==> src/rtl/muldiv_seq.sv <==
// ---------------------------------------------------------------------------
// muldiv_seq
//
// Iterative RV32M multiply/divide unit that sits beside the single-cycle ALU.
// It runs one operation at a time on a single shift/add-subtract datapath,
// doing XLEN iterations. The EX stage is stalled through busy until the result
// has been taken through the valid/ready response handshake.
//
// Ports:
//   clk         rising-edge clock
//   rst         asynchronous active-high reset
//   req_valid   request present
//   req_ready   request accepted when req_valid && req_ready at a rising edge
//   req_op      funct3: MUL, MULH, MULHSU, MULHU, DIV, DIVU, REM, REMU
//   req_rs1     operand a (multiplicand / dividend)
//   req_rs2     operand b (multiplier / divisor)
//   flush       abort the in-flight op and drop any pending response
//   resp_valid  result available
//   resp_ready  consumer takes the result
//   resp_data   result
//   busy        high whenever the unit is not idle (EX stall)
// ---------------------------------------------------------------------------
module muldiv_seq #(
   parameter int XLEN = 32
) (
   input  logic            clk,
   input  logic            rst,
   input  logic            req_valid,
   output logic            req_ready,
   input  logic [2:0]      req_op,
   input  logic [XLEN-1:0] req_rs1,
   input  logic [XLEN-1:0] req_rs2,
   input  logic            flush,
   output logic            resp_valid,
   input  logic            resp_ready,
   output logic [XLEN-1:0] resp_data,
   output logic            busy
);

   localparam int CW = $clog2(XLEN) + 1;

   localparam logic [1:0] ST_IDLE = 2'd0;
   localparam logic [1:0] ST_CALC = 2'd1;
   localparam logic [1:0] ST_DONE = 2'd2;

   localparam logic [2:0] OP_MUL    = 3'b000;
   localparam logic [2:0] OP_MULH   = 3'b001;
   localparam logic [2:0] OP_MULHSU = 3'b010;
   localparam logic [2:0] OP_MULHU  = 3'b011;
   localparam logic [2:0] OP_DIV    = 3'b100;
   localparam logic [2:0] OP_DIVU   = 3'b101;
   localparam logic [2:0] OP_REM    = 3'b110;
   localparam logic [2:0] OP_REMU   = 3'b111;

   localparam logic [CW-1:0]   CNT_LOAD = CW'(XLEN);
   localparam logic [CW-1:0]   CNT_LAST = CW'(1);
   localparam logic [XLEN-1:0] SMIN     = {1'b1, {(XLEN-1){1'b0}}};

   // -----------------------------------------------------------------------
   // State
   // -----------------------------------------------------------------------
   logic [1:0]        state_reg, state_next;
   logic [CW-1:0]     cnt_reg;
   logic [2:0]        op_reg;
   // Multiplicand for multiplies, divisor for divides: the only operand the
   // adder needs besides the shifting product/remainder register.
   logic [XLEN-1:0]   opnd_reg;
   // {high, low}: multiply = {partial sum, multiplier};
   //              divide   = {partial remainder, dividend -> quotient}
   logic [2*XLEN-1:0] prod_reg;
   logic              neg_res_reg;   // product / quotient must be negated
   logic              neg_rem_reg;   // remainder takes the dividend's sign
   logic              resp_valid_reg;
   logic [XLEN-1:0]   resp_data_reg;
   logic              busy_reg;

   assign req_ready  = (state_reg == ST_IDLE) && !flush;
   assign resp_valid = resp_valid_reg;
   assign resp_data  = resp_data_reg;
   assign busy       = busy_reg;

   logic accept;
   assign accept = req_valid && req_ready;

   // -----------------------------------------------------------------------
   // Request decode: operand magnitudes, signs and the fast-path cases
   // -----------------------------------------------------------------------
   logic            a_signed, b_signed, a_neg, b_neg;
   logic [XLEN-1:0] a_mag, b_mag;
   logic            div_zero, div_ovf, fast_path;
   logic [XLEN-1:0] special_data;

   assign a_signed = !((req_op == OP_MULHU) || (req_op == OP_DIVU) || (req_op == OP_REMU));
   assign b_signed = (req_op == OP_MUL) || (req_op == OP_MULH) ||
                     (req_op == OP_DIV) || (req_op == OP_REM);
   assign a_neg    = a_signed && req_rs1[XLEN-1];
   assign b_neg    = b_signed && req_rs2[XLEN-1];
   assign a_mag    = a_neg ? -req_rs1 : req_rs1;
   assign b_mag    = b_neg ? -req_rs2 : req_rs2;

   assign div_zero  = req_op[2] && (req_rs2 == '0);
   assign div_ovf   = ((req_op == OP_DIV) || (req_op == OP_REM)) &&
                      (req_rs1 == SMIN) && (req_rs2 == '1);
   assign fast_path = div_zero || div_ovf;

   // req_op[1] separates remainder ops (11x) from quotient ops (10x).
   always_comb begin
      if (req_op[1])
         special_data = div_zero ? req_rs1 : '0;
      else
         special_data = div_zero ? '1 : SMIN;
   end

   // -----------------------------------------------------------------------
   // Shared iteration datapath. One XLEN+1 adder does either
   //   multiply: high + (lsb ? multiplicand : 0), then shift right
   //   divide  : (remainder << 1 | next dividend bit) - divisor
   // -----------------------------------------------------------------------
   logic              is_div;
   logic [XLEN:0]     add_a, add_b, add_sum;
   logic              q_bit;
   logic [2*XLEN-1:0] prod_iter;

   assign is_div = op_reg[2];

   always_comb begin
      if (is_div) begin
         add_a = prod_reg[2*XLEN-1:XLEN-1];
         add_b = ~{1'b0, opnd_reg};
      end else begin
         add_a = {1'b0, prod_reg[2*XLEN-1:XLEN]};
         add_b = prod_reg[0] ? {1'b0, opnd_reg} : '0;
      end
   end

   assign add_sum = add_a + add_b + {{XLEN{1'b0}}, is_div};

   // The shifted partial remainder never exceeds 2*divisor-1, so the top bit
   // of the difference is a reliable borrow flag.
   assign q_bit = !add_sum[XLEN];

   always_comb begin
      if (is_div)
         prod_iter = {(q_bit ? add_sum[XLEN-1:0] : add_a[XLEN-1:0]),
                      prod_reg[XLEN-2:0], q_bit};
      else
         prod_iter = {add_sum, prod_reg[XLEN-1:1]};
   end

   // -----------------------------------------------------------------------
   // Sign correction and result select, applied to the final iteration's
   // output so the result lands in resp_data on the last CALC edge.
   // -----------------------------------------------------------------------
   logic [2*XLEN-1:0] prod_fix;
   logic [XLEN-1:0]   quot_fix, rem_fix, result_sel;

   assign prod_fix = neg_res_reg ? -prod_iter : prod_iter;
   assign quot_fix = neg_res_reg ? -prod_iter[XLEN-1:0] : prod_iter[XLEN-1:0];
   assign rem_fix  = neg_rem_reg ? -prod_iter[2*XLEN-1:XLEN] : prod_iter[2*XLEN-1:XLEN];

   always_comb begin
      case (op_reg)
         OP_MUL:                       result_sel = prod_fix[XLEN-1:0];
         OP_MULH, OP_MULHSU, OP_MULHU: result_sel = prod_fix[2*XLEN-1:XLEN];
         OP_DIV, OP_DIVU:              result_sel = quot_fix;
         OP_REM, OP_REMU:              result_sel = rem_fix;
         default:                      result_sel = '0;
      endcase
   end

   // -----------------------------------------------------------------------
   // Next-state logic
   // -----------------------------------------------------------------------
   always_comb begin
      state_next = state_reg;
      case (state_reg)
         ST_IDLE: if (accept) state_next = fast_path ? ST_DONE : ST_CALC;
         ST_CALC: if (cnt_reg == CNT_LAST) state_next = ST_DONE;
         ST_DONE: if (resp_ready) state_next = ST_IDLE;
         default: state_next = ST_IDLE;
      endcase
      if (flush)
         state_next = ST_IDLE;
   end

   // -----------------------------------------------------------------------
   // Registers
   // -----------------------------------------------------------------------
   always_ff @(posedge clk or posedge rst) begin
      if (rst) begin
         state_reg      <= ST_IDLE;
         cnt_reg        <= '0;
         op_reg         <= '0;
         opnd_reg       <= '0;
         prod_reg       <= '0;
         neg_res_reg    <= 1'b0;
         neg_rem_reg    <= 1'b0;
         resp_valid_reg <= 1'b0;
         resp_data_reg  <= '0;
         busy_reg       <= 1'b0;
      end else begin
         state_reg <= state_next;
         busy_reg  <= (state_next != ST_IDLE);

         case (state_reg)
            ST_IDLE: begin
               if (accept) begin
                  op_reg      <= req_op;
                  opnd_reg    <= req_op[2] ? b_mag : a_mag;
                  prod_reg    <= {{XLEN{1'b0}}, (req_op[2] ? a_mag : b_mag)};
                  neg_res_reg <= a_neg ^ b_neg;
                  neg_rem_reg <= a_neg;
                  if (fast_path) begin
                     cnt_reg        <= '0;
                     resp_data_reg  <= special_data;
                     resp_valid_reg <= 1'b1;
                  end else begin
                     cnt_reg <= CNT_LOAD;
                  end
               end
            end
            ST_CALC: begin
               prod_reg <= prod_iter;
               cnt_reg  <= cnt_reg - CNT_LAST;
               if ((cnt_reg == CNT_LAST) && !flush) begin
                  resp_data_reg  <= result_sel;
                  resp_valid_reg <= 1'b1;
               end
            end
            ST_DONE: begin
               if (resp_ready)
                  resp_valid_reg <= 1'b0;
            end
            default: ;
         endcase

         if (flush) begin
            cnt_reg        <= '0;
            resp_valid_reg <= 1'b0;
         end
      end
   end

endmodule

==> config.mk <==
export PLATFORM = sky130hd
export DESIGN_NAME = muldiv_seq
export DESIGN_NICKNAME = d
export VERILOG_FILES = /design/src/rtl/muldiv_seq.sv
export SDC_FILE = /design/constraint.sdc
export NUM_CORES = 1
export LEC_CHECK = 0
export BUFFER_PORTS_ARGS = -buffer_cell sky130_fd_sc_hd__buf_2
export CAP_MARGIN = 25
export CELL_PAD_IN_SITES_DETAIL_PLACEMENT = 2
export CELL_PAD_IN_SITES_GLOBAL_PLACEMENT = 2
export CORE_MARGIN = 3
export CORE_UTILIZATION = 36
export DETAILED_ROUTE_END_ITERATION = 12
export GPL_TIMING_DRIVEN = 0
export PLACE_DENSITY = 0.83
export SETUP_SLACK_MARGIN = 0.3
export SLEW_MARGIN = 10
export SYNTH_ARGS = -nofsm -noshare
export SYNTH_HDL_FRONTEND = slang
export SYNTH_SLANG_ARGS = --single-unit
==> constraint.sdc <==
create_clock -name clk -period 9.2 [get_ports clk]
set_clock_uncertainty 0.15 [all_clocks]
set_input_delay 0.46 -clock clk [delete_from_list [all_inputs] [get_ports clk]]
set_output_delay 0.46 -clock clk [all_outputs]
set_load 0.01 [all_outputs]
Word level (Yosys, flattened, before mapping)
Index checks and enable logic that the tools add are counted.
{ "totals": {"register_bits": 143, "wordCells": 117} }
{ "op_classes": {"n_eq_ne": 25, "reduce_logical": 34, "n_bitwise": 2, "addsub": 8, "mux": 38} }
{ "ops": {"columns": ["operator", "count"], "rows": [
  ["32-bit two-way mux", 13],
  ["64-bit two-way mux", 3],
  ["32-bit negation", 4],
  ["32-bit case mux with 4 select lines", 1],
  ["64-bit case mux with 2 select lines", 1],
  ["33-bit two-way mux", 2],
  ["32-bit == test, second input constant", 2],
  ["64-bit negation", 1],
  ["32-bit case mux with 2 select lines", 1],
  ["33-bit by 1-bit adder with 33-bit output", 1],
  ["33-bit adder", 1],
  ["32-bit NOT with 33-bit output", 1],
  ["32-bit zero test", 1],
  ["31-bit two-way mux", 1],
  ["3-bit == test, second input constant", 8],
  ["6-bit two-way mux", 3],
  ["3-bit inequality test, second input constant", 4],
  ["6-bit case mux with 2 select lines", 1],
  ["2-bit two-way mux", 5],
  ["3-bit by 2-bit == test with 1-bit output, second input constant", 3],
  ["1-bit logical AND", 8],
  ["1-bit logical OR", 7],
  ["3-bit by 1-bit == test with 1-bit output, second input constant", 2],
  ["6-bit by 1-bit == test with 1-bit output, second input constant", 1],
  ["other kinds (19)", 32]
]} }

Longest topological paths before layout
Gate-level depths: netlist of run 1.
{ "depth": {"ltp_word": 11, "depth_mapped": 34} }

Worst setup path before layout of run 1
Ideal clock, no wire load.
{ "synth_timing": {"path_type": "reg-to-reg", "start": "reg op_reg[2]", "end": "reg resp_data_reg[18] (netlist: resp_data[18])", "path_buffers": 13, "setup_time_ns": 0.065, "t_arrival_ns": 8.241, "setup_slack_ns": 0.744, "stages_incl_launch_ff": 33, "path_cell_list": "dfrtp_1 -> buf_2 -> buf_1 -> clkbuf_1 -> buf_1 -> clkbuf_1 -> clkbuf_1 -> buf_2 -> buf_2 -> buf_1 -> buf_1 -> mux2i_1 -> fa_1 -> fa_1 -> nand2b_1 -> a211oi_2 -> o21ai_1 -> o211ai_2 -> a21oi_4 -> xnor2_2 -> buf_2 -> buf_2 -> clkbuf_1 -> o221ai_1 -> inv_1 -> ha_1 -> inv_1 -> a311o_1 -> or4_4 -> o41a_1 -> o21a_1 -> o31ai_1 -> o211a_1"} }
{ "synth_between": {"elab_chain_len": 10, "elab_cells_between_ends": 27, "cone_classes": "5 x add/sub; 7 x eq/ne; 10 x mux; 5 x reduce/logical"} }
{ "synth_rtl": {"columns": ["element", "line_no", "rtl"], "rows": [
  ["start, declared", "64", "logic [2:0] op_reg;"],
  ["start signal, assigned", "208", "op_reg <= req_op;"],
  ["33-bit two-way mux", "127", "if (is_div) begin"],
  ["33-bit adder", "136", "assign add_sum = add_a + add_b + {{XLEN{1'b0}}, is_div};"],
  ["33-bit by 1-bit adder with 33-bit output", "136", null],
  ["32-bit two-way mux / 1-bit zero test (equally long branches)", "144, 140", null],
  ["64-bit two-way mux", "143", "if (is_div)"],
  ["64-bit negation, or another cell as far along", "157", "assign prod_fix = neg_res_reg ? -prod_iter : prod_iter;"],
  ["64-bit two-way mux, or another cell as far along", "157", null],
  ["32-bit case mux with 4 select lines *", "162", "case (op_reg)"],
  ["32-bit two-way mux *", "225", "if ((cnt_reg == CNT_LAST) && !flush) begin"],
  ["32-bit case mux with 2 select lines *", "205", "case (state_reg)"],
  ["end signal, assigned", "215", "resp_data_reg <= special_data;"],
  ["end signal, assigned", "226", "resp_data_reg <= result_sel;"],
  ["end, declared", "74", "logic [XLEN-1:0] resp_data_reg;"]
]} }
Every way passes the cells marked *; elsewhere a longest branch is shown, timed or not. The select of a mux whose other input is x is not followed.
A chain may end at the register's enable or synchronous reset.

Worst setup path in the final report of run 1
{ "layout_timing": {"start": "reg op_reg[2]", "end": "reg resp_data_reg[28] (netlist: resp_data[28])"} }
Same word-level chain as after synthesis.

==> results of run 1 <==
-- worst max-delay path, delay by kind of cell (launching register included) --
kind	cells	cell delay, ps
and+or+nand+nor	5	1560
xor gates and xnor gates	1	170
adders and majority gates	3	1180
buffers and inverters	11	2380
muxes	1	200
DFF	1	420
AOI/OAI and AO/OA	10	2540
-- cell families after synthesis --
| kind of cell | Yosys count |
|---|---|
| xor+xnor | 151 |
| fa+ha+maj | 45 |
| compound gates | 711 |
| simple gates | 789 |
| flops | 143 |
| buf+inv | 169 |
| mux | 98 |
-- worst max path at each step --
stage                    from             to  slack [ps]  depth (start not counted)
floorplan           op_reg[2]  resp_data[18]         740                         32
global placement    op_reg[2]  resp_data[28]       -4070                         32
detailed placement  op_reg[2]  resp_data[28]       -4230                         32
CTS                 op_reg[2]  resp_data[23]         370                         24
global route        op_reg[2]  resp_data[16]         290                         32
finish              op_reg[2]  resp_data[28]         420                         31
-- cells in the final DEF (no fill, tap or decap), types with 17 or more instances in the layout --
cell type | netlist | routed
nand2_1 | 304 | 304
o21ai_0 | 270 | 262
nor2_1 | 221 | 219
a21oi_1 | 169 | 168
dfrtp_1 | 143 | 143
buf_2 | 12 | 117
xnor2_1 | 81 | 81
clkbuf_1 | 94 | 80
nor3_1 | 74 | 73
xor2_1 | 68 | 68
mux2_2 | 50 | 50
mux2i_1 | 48 | 48
ha_1 | 43 | 42
inv_1 | 41 | 40
nand3_1 | 35 | 35
a31oi_1 | 30 | 30
o31ai_1 | 29 | 29
o22ai_1 | 26 | 26
nand2b_1 | 24 | 24
nand4_1 | 21 | 21
or3_1 | 21 | 21
o211ai_1 | 20 | 20
a22o_1 | 20 | 20
and2_1 | 19 | 19
buf_4 | 2 | 18
a211oi_1 | 19 | 18
clkbuf_16 | 0 | 17
-- power groups by stage --
stage / sequential (mW) / clock, mW / combinational [mW]
2_1_floorplan: 0.913 / 0 / 1.47
3_3_place_gp: 0.950 / 0 / 2.34
3_5_place_dp: 0.961 / 0 / 2.42
4_1_cts: 0.954 / 0.788 / 2.47
5_1_grt: 0.980 / 0.813 / 2.70
6_report: 0.964 / 0.785 / 2.58
-- metal layers --
| layer | up-vias | track usage | routed length [um] |
|---|---|---|---|
| met5 | - | 0 | 0 |
| met4 | 0 | 0.224 | 5820 |
| met3 | 271 | 0.0683 | 5810 |
| met2 | 878 | 0.638 | 40500 |
| met1 | 9451 | 0.482 | 35600 |
| li1 | 7930 | - | - |
-- repair_timing --
item                                    CTS  global route
resized for setup                        63            22
hold buffers                              1             0
hold endpoints to repair                 70             0
buffers inserted                          2            10
pin swaps                                 2             4
endpoints found under the setup margin   65            21
-- final cells by class --
type                       count  area (um^2)
antenna                        2         5.00
buffer                       125          609
clock buffer                  19          443
clock inverter                13          178
fill                        5000        23800
inverter                      44          176
multi-input combinational   1794        11000
sequential                   143         3580
tap                          532          666
timing repair buffer         123          682
-- metrics by stage --
stage | TNS, ps | util | instance area, um^2 | cells
6_report | 0 | 0.421 | 17300 | 2795
5_1_grt | 0 | 0.421 | 17300 | 2793
4_1_cts | 0 | 0.417 | 17200 | 2781
3_5_place_dp | -145690 | 0.398 | 16300 | 2746
3_3_place_gp | -135260 | 0.396 | 16300 | 2743
2_1_floorplan | 0 | - | 15100 | 2106
==> summary.txt, run 1 <==
Power
  – Peak supply drop: 0.152 mV
  – Clock power share: 0.181
  – PD cells: 250 nW/um^2
  – Switching power: 2.31 mW
  – Pwr Total: 4.33 mW
  – Sequential share of power: 0.223
  – Switching Share: 0.535
  – Int Power: 2.01 mW
  – Comb pwr share: 0.596
  – P_leak: 6.99 nW

Die
  – DIE WIDTH: 211 um
  – IO Pins: 107
  – Die H: 211 um
  – Core area: 41,100 um^2
  – Die area: 44,400 um^2
  – Initial core utilization: 0.367
  – Row count: 74

Layout
  – Area Overhead vs Synth: 14.6%
  – Max FFs per register: 64
  – Layout net count: 2,365
  – Ratio of cells with drive above 1 in the final layout: 0.126

Synth
  – Leading area contributor after synthesis: dfrtp_1
  – Avg Inst Size Synth: 7.17 um^2
  – Main combinational cell family by area after synthesis: compound AO/OA/AOI/OAI gates
  – Mapped cell area: 15,100 um^2
  – Synth cell types: 83
  – Synthesized Nets: 2,223
  – Yosys warns: 0
  – Post-synthesis compound-gate area fraction: 0.288
  – Top cell type's share of synthesized area: 0.237
  – Ys flop type: dfrtp_1
  – Sequential fraction of the synthesis area: 0.237
  – Xor/xnor share of the synthesized area: 0.0886
  – Synth Register Bits: 143
  – Post-synth EDFFs: 0
  – Post-Synth Adder-Cell Area: 0.0383
  – Async set-reset flop share out of synthesis: 1.00
  – Simple-gate share of the synthesized area: 0.235
  – Synth area leaders: dfrtp_1 (24%), o21ai_0 (8.9%), nand2_1 (7.6%)
  – Most frequent cell after synthesis: nand2_1
  – Synth cell count leaders: nand2_1 (304), o21ai_0 (270), nor2_1 (221)
  – Multiplexer area fraction after synthesis: 0.0691
  – Post-synthesis cell count: 2,106

STA
  – Slew margin rel.: 0.340
  – Slew @ Worst Pin: 990 ps
  – Tcrit/Tclk final: 0.954
  – Maximum clock rate: 114 MHz
  – Fin. Hold Viols: 0
  – Final setup violation count: 0
  – Unrepaired setup endpoints after global routing: false
  – Slew Viols, Final: 0
  – Fin worst setup slack: 420 ps
  – Hold slack final: 84.9 ps
  – Minimum clock period: 8780 ps

CTS
  – H-tree levels: 4
  – Clk slew on worst S/H paths: 70 ps
  – CTS tree: done
  – Root buf cell: clkbuf_16
  – Clk sinks: 143
  – Clk Latency, worst-skew pair: 500 ps
  – Max clock buf depth: 2
  – TritonCTS buffer count: 17

Setup path
  – CP Launch Type: register
  – Crit Path Category: reg -> reg
  – Crit Reg-Reg Startpoint: op_reg[2]
  – R2R Setup Slk: 420 ps
  – Crit path arrival time: 9010 ps
  – Worst EP required: 9430 ps
  – Crit Path Max Fanout: 10
  – Slowest stage delay, CP: 480 ps
  – Reg2reg end: resp_data[28]
  – Most used cell, CP: buf_6
  – Slowest CP cell: fa_1
  – Worst reg2reg path depth: 31
  – Crit end category: register

Global route
  – GRT Util Overall: 0.389
  – Pin count of the biggest net entering global routing: 74
  – Number of global-route vias before repair: 19,000
  – Global-route wire length before repair: 128,000 um
  – Gr ovfl total: 0
  – Initial antenna violation count: 1

Route
  – Routed via count: 18,500
  – Detail Route Antenna Nets: 0
  – DRC: 0
  – Vias per inst: 6.63
  – Router iterations before antenna repair: 5
  – DR WL/cell: 31.4 um
  – Post-Route WL: 87,800 um
  – DRT iter0 DRCs: 1,733

Hold path
  – Hold Path Class: in -> reg
  – Hold Path End: op_reg[0]
  – Hold_sp: req_op[0]
  – Hold Path Cell Cnt: 3

Job
  – Max-cap viol count: 0

Placement
  – Port Buffers: 105
  – Hpwl dp: 70,200 um
  – Pre-CTS setup slack: -4230 ps
  – GP Congestion: 0.992

Status
  – Status: finished clean
Power figures use the tool's default switching activity.
==> run 2: changes to the inputs <==
CORE_MARGIN = 1   (was 3)
==> summary.txt, run 2 (synthesis gave the netlist of run 1 again) <==
Layout
  – Area occupied by multi-input gates: 11,000 um^2
  – Layout net count: 2,363
  – Most common cell after layout, fill and taps aside: nand2_1
  – Commonest cells after routing, fill and taps aside: nand2_1 (304), o21ai_0 (262), nor2_1 (218), a21oi_1 (168), dfrtp_1 (143)
  – Ratio of cells with drive above 1 in the final layout: 0.127
  – Max FFs per register: 64
  – Fillers: 4,939
  – Area Overhead vs Synth: 14.3%
  – Register Area: 3580 um^2

Route
  – Routed via count: 18,500
  – Vias per inst: 6.61
  – DRC: 0
  – Router iterations before antenna repair: 5
  – DR WL/cell: 31.9 um
  – Detail Route Antenna Nets: 0
  – Post-Route WL: 89,100 um
  – DRT iter0 DRCs: 1,630

CTS
  – H-tree levels: 4
  – TritonCTS buffer count: 17
  – CTS tree: done
  – Root buf cell: clkbuf_16
  – Clk sinks: 143
  – Max clock buf depth: 2
  – Clk Latency, worst-skew pair: 510 ps
  – Clk slew on worst S/H paths: 70 ps

STA
  – Slew Viols, Final: 0
  – Slew margin rel.: 0.287
  – Fin worst setup slack: 277 ps
  – Tcrit/Tclk final: 0.970
  – Final setup violation count: 0
  – Fin. Hold Viols: 0
  – Slew @ Worst Pin: 1060 ps
  – Maximum clock rate: 112 MHz
  – Unrepaired setup endpoints after global routing: false
  – Minimum clock period: 8920 ps
  – Hold slack final: 89.4 ps

Die
  – Row count: 74
  – Core area: 41,100 um^2
  – Die area: 42,800 um^2
  – DIE WIDTH: 207 um
  – IO Pins: 107
  – Initial core utilization: 0.367
  – Die H: 207 um

Power
  – Peak supply drop: 0.147 mV
  – P_leak: 6.96 nW
  – PD cells: 250 nW/um^2
  – Pwr Total: 4.32 mW

Status
  – Status: finished clean

Job
  – Max-cap viol count: 0

Hold path
  – Hold Path Class: in -> reg

Global route
  – GRT Util Overall: 0.419
  – Gr ovfl total: 0
  – Number of global-route vias before repair: 18,900
  – Initial antenna violation count: 2
  – Pin count of the biggest net entering global routing: 75
  – Global-route wire length before repair: 128,000 um

Setup path
  – Worst EP required: 9430 ps
  – Crit path arrival time: 9150 ps
  – Crit Path Category: reg -> reg
  – Crit path max-delay family: compound AO/OA/AOI/OAI gates
  – CP Launch Type: register
  – Crit Path Max Fanout: 10
  – Buf/Inv on CP: 10
  – Crit end category: register
  – Slowest CP cell: fa_1
  – Most used cell, CP: buf_6
  – Slowest stage delay, CP: 490 ps

Placement
  – Port Buffers: 105
  – GP Congestion: 1.02
  – Hpwl dp: 71,800 um
  – Pre-CTS setup slack: -4560 ps
-- run 2: cell types whose count changed in the layout (fill, tap and decap cells not counted), sizes merged --
cell    delta
buf        -2
diode      -1
clkinv     +3
bufinv     -2
clkbuf     -1
-- run 2: metrics by stage --
stage	util	cell area, um^2	instances	setup TNS, ps
CTS	0.417	17100	2785	0
global route	0.420	17300	2791	0
detailed placement	0.398	16400	2749	-169900
floorplan	-	15100	2106	0
global placement	0.396	16300	2743	-153450
finish	0.420	17300	2792	0
-- run 2: final cells by class --
type | count | share of cell area
Timing Repair Buffer | 121 | 0.0384
Sequential cell | 143 | 0.207
Clock buffer | 18 | 0.0249
Inverter | 44 | 0.0101
Multi-Input combinational cell | 1794 | 0.637
Clock inverter | 14 | 0.00747
Antenna cell | 1 | 0.000145
Buffer | 125 | 0.0358
Tap cell | 532 | 0.0386
-- run 2: routing by layer --
layer  share of wire  wire [um]  GRT usage
met1            0.40      35900      0.515
met2            0.46      40700      0.673
met3           0.069       6150     0.0777
met4           0.071       6360      0.267
met5         0.00015         13          0
-- run 2: power breakdown --
group          leakage (nW)  switching (mW)  internal (mW)
clock network         0.268           0.346          0.374
registers              1.82           0.186          0.778
logic                  4.87            1.84          0.798
total                  6.96            2.37           1.95
-- run 2: repair_timing --
item / CTS / global route
endpoints found under the hold margin: 69 / 0
hold buffers: 1 / 0
pin swaps: 4 / 4
buffers inserted: 3 / 5
resized for setup: 66 / 27
endpoints found under the setup margin: 65 / 23
-- run 2: path summary, 6_finish.rpt --
check / end / slack, ps / from / cells after the start
max: resp_data[28] / 280 / op_reg[2] / 30
min: op_reg[0] / 90 / req_op[0] / 3
max reg2reg: resp_data[28] / 280 / op_reg[2] / 30
min reg2reg: resp_data[7] / 350 / resp_data[7] / 2
max in group asynchronous: opnd_reg[17] / 7640 / rst / 4
min in group asynchronous: resp_data[24] / 400 / rst / 3
-- run 2: worst register-to-register path, delay by kind of cell (launching register included) --
kind                       cells  cell delay, ps
AOI/OAI and AO/OA             10            2950
DFF                            1             430
adders and majority gates      3            1240
xor gates and xnor gates       1             150
buffers and inverters         10            2230
and+or+nand+nor                5            1470
muxes                          1             190
==> run 3: changes to the inputs <==
clock period = 8.3 ns   (was 9.2 ns; I/O delays follow)
==> summary.txt, run 3 (synthesis gave the netlist of run 1 again) <==
Status
  – Status: finished clean

Placement
  – Port Buffers: 105
  – Hpwl dp: 71,800 um
  – Placed Area: 16,400 um^2
  – GP Congestion: 0.987

STA
  – Sum Neg Setup Slack: 0 ps
  – Slew @ Worst Pin: 1160 ps
  – Maximum clock rate: 126 MHz
  – Final setup violation count: 0
  – Slew margin rel.: 0.219
  – Fin. Hold Viols: 0
  – Tcrit/Tclk final: 0.957
  – Unrepaired setup endpoints after global routing: false
  – Slew Viols, Final: 0
  – Minimum clock period: 7940 ps

Power
  – Switching Share: 0.551
  – Comb pwr share: 0.617
  – Switching power: 2.68 mW
  – P_leak: 7.12 nW
  – Sequential share of power: 0.220
  – Int Power: 2.18 mW
  – Clock power share: 0.163
  – Peak supply drop: 0.147 mV
  – PD cells: 276 nW/um^2

Job
  – Max-cap viol count: 0

Setup path
  – Slowest CP cell: fa_2
  – Worst EP required: 8530 ps
  – Crit end category: register
  – Crit path arrival time: 8180 ps
  – Slowest stage delay, CP: 420 ps
  – Crit Path Max Fanout: 11
  – Most used cell, CP: buf_8
  – Crit Path Category: reg -> reg
  – CP Launch Type: register

Die
  – Initial core utilization: 0.367
  – Die area: 42,800 um^2
  – IO Pins: 107
  – DIE WIDTH: 207 um
  – Core area: 41,100 um^2
  – Die H: 207 um
  – Row count: 74

CTS
  – Max clock buf depth: 2
  – Root buf cell: clkbuf_16
  – Clk sinks: 143
  – TritonCTS buffer count: 17
  – Clk Latency, worst-skew pair: 500 ps
  – Clk slew on worst S/H paths: 80 ps
  – CTS tree: done
  – H-tree levels: 4

Layout
  – Post-layout instance area: 17,600 um^2
  – Max FFs per register: 64
  – Commonest cells after routing, fill and taps aside: nand2_1 (304), o21ai_0 (249), nor2_1 (216), a21oi_1 (164), dfrtp_1 (143)
  – Fin util: 0.429
  – Most common cell after layout, fill and taps aside: nand2_1
  – Area Overhead vs Synth: 16.7%
  – Ratio of cells with drive above 1 in the final layout: 0.147
  – Layout net count: 2,383

Global route
  – GRT Util Overall: 0.423
  – Global-route wire length before repair: 130,000 um
  – Initial antenna violation count: 1
  – Pin count of the biggest net entering global routing: 77
  – Gr ovfl total: 0
  – Number of global-route vias before repair: 19,200

Route
  – Post-Route WL: 90,700 um
  – Vias per inst: 6.59
  – Detail Route Antenna Nets: 0
  – DRT iter0 DRCs: 1,734
  – DRC: 0
  – DR WL/cell: 32.3 um
  – Routed via count: 18,500
  – Router iterations before antenna repair: 5

Hold path
  – Hold Path Class: in -> reg
[run 3: layout make-up]
type                    instances  area, um^2
fillers                      4924       23500
multi-input cells            1795       11100
flip-flops and latches        143        3580
repair buffers                140         810
plain buffers                 125         709
well taps                     532         666
clock buffers                  17         425
inverters                      44         175
clock inverters                14         123
diodes                          1        2.50
[run 3: worst paths after layout]
path                              startpoint       endpoint  slack, ps  cells after the start
worst max-delay path               op_reg[2]  resp_data[28]        360                     31
worst min-delay path             req_rs2[31]   opnd_reg[31]         90                      3
worst max register to register     op_reg[2]  resp_data[28]        360                     31
worst min register to register  resp_data[1]   resp_data[1]        330                      2
max in group asynchronous                rst    opnd_reg[6]       6790                      4
min in group asynchronous                rst  resp_data[24]        370                      3
[run 3: power groups by stage]
stage          combinational, mW  clock (mW)  sequential (mW)
6_report                    3.00       0.791             1.07
5_1_grt                     3.12       0.816             1.08
3_3_place_gp                2.63           0             1.05
2_1_floorplan               1.63           0             1.01
4_1_cts                     2.83       0.791             1.06
3_5_place_dp                2.72           0             1.06
[run 3: worst max-delay path: cells and delay by family, from the launching register on]
family / cells / cell delay [ps]
AO/OA/AOI/OAI: 10 / 2410
AND/OR/NAND/NOR: 5 / 1360
buffers and inverters: 11 / 2100
XOR/XNOR: 1 / 160
adder cells (fa/ha/maj): 3 / 1050
flip-flops: 1 / 370
multiplexers: 1 / 130
[run 3: timing repair]
item	CTS	global route
endpoints found under the setup margin	65	26
resized for setup	109	47
hold endpoints to repair	68	0
gates cloned	0	1
hold buffers	2	0
pin swaps	9	11
setup buffers	11	16
[run 3: per-stage QoR]
| step | worst slack, ps | hold slack (ps) | instances | power [mW] |
|---|---|---|---|---|
| 2_1_floorplan | 305 | 314 | 2106 | 2.64 |
| 3_3_place_gp | -3970 | 310 | 2743 | 3.69 |
| 3_5_place_dp | -4110 | 328 | 2749 | 3.79 |
| 4_1_cts | 301 | 68.2 | 2793 | 4.68 |
| 5_1_grt | 256 | 105 | 2810 | 5.01 |
| 6_report | 358 | 92.5 | 2811 | 4.86 |
[run 3: metal layers]
metal | wire [um] | global-route usage | part of all wire
met3 | 5790 | 0.0675 | 0.064
met5 | 0 | 0 | 0
met4 | 6690 | 0.283 | 0.074
met1 | 37000 | 0.526 | 0.41
met2 | 41200 | 0.675 | 0.45
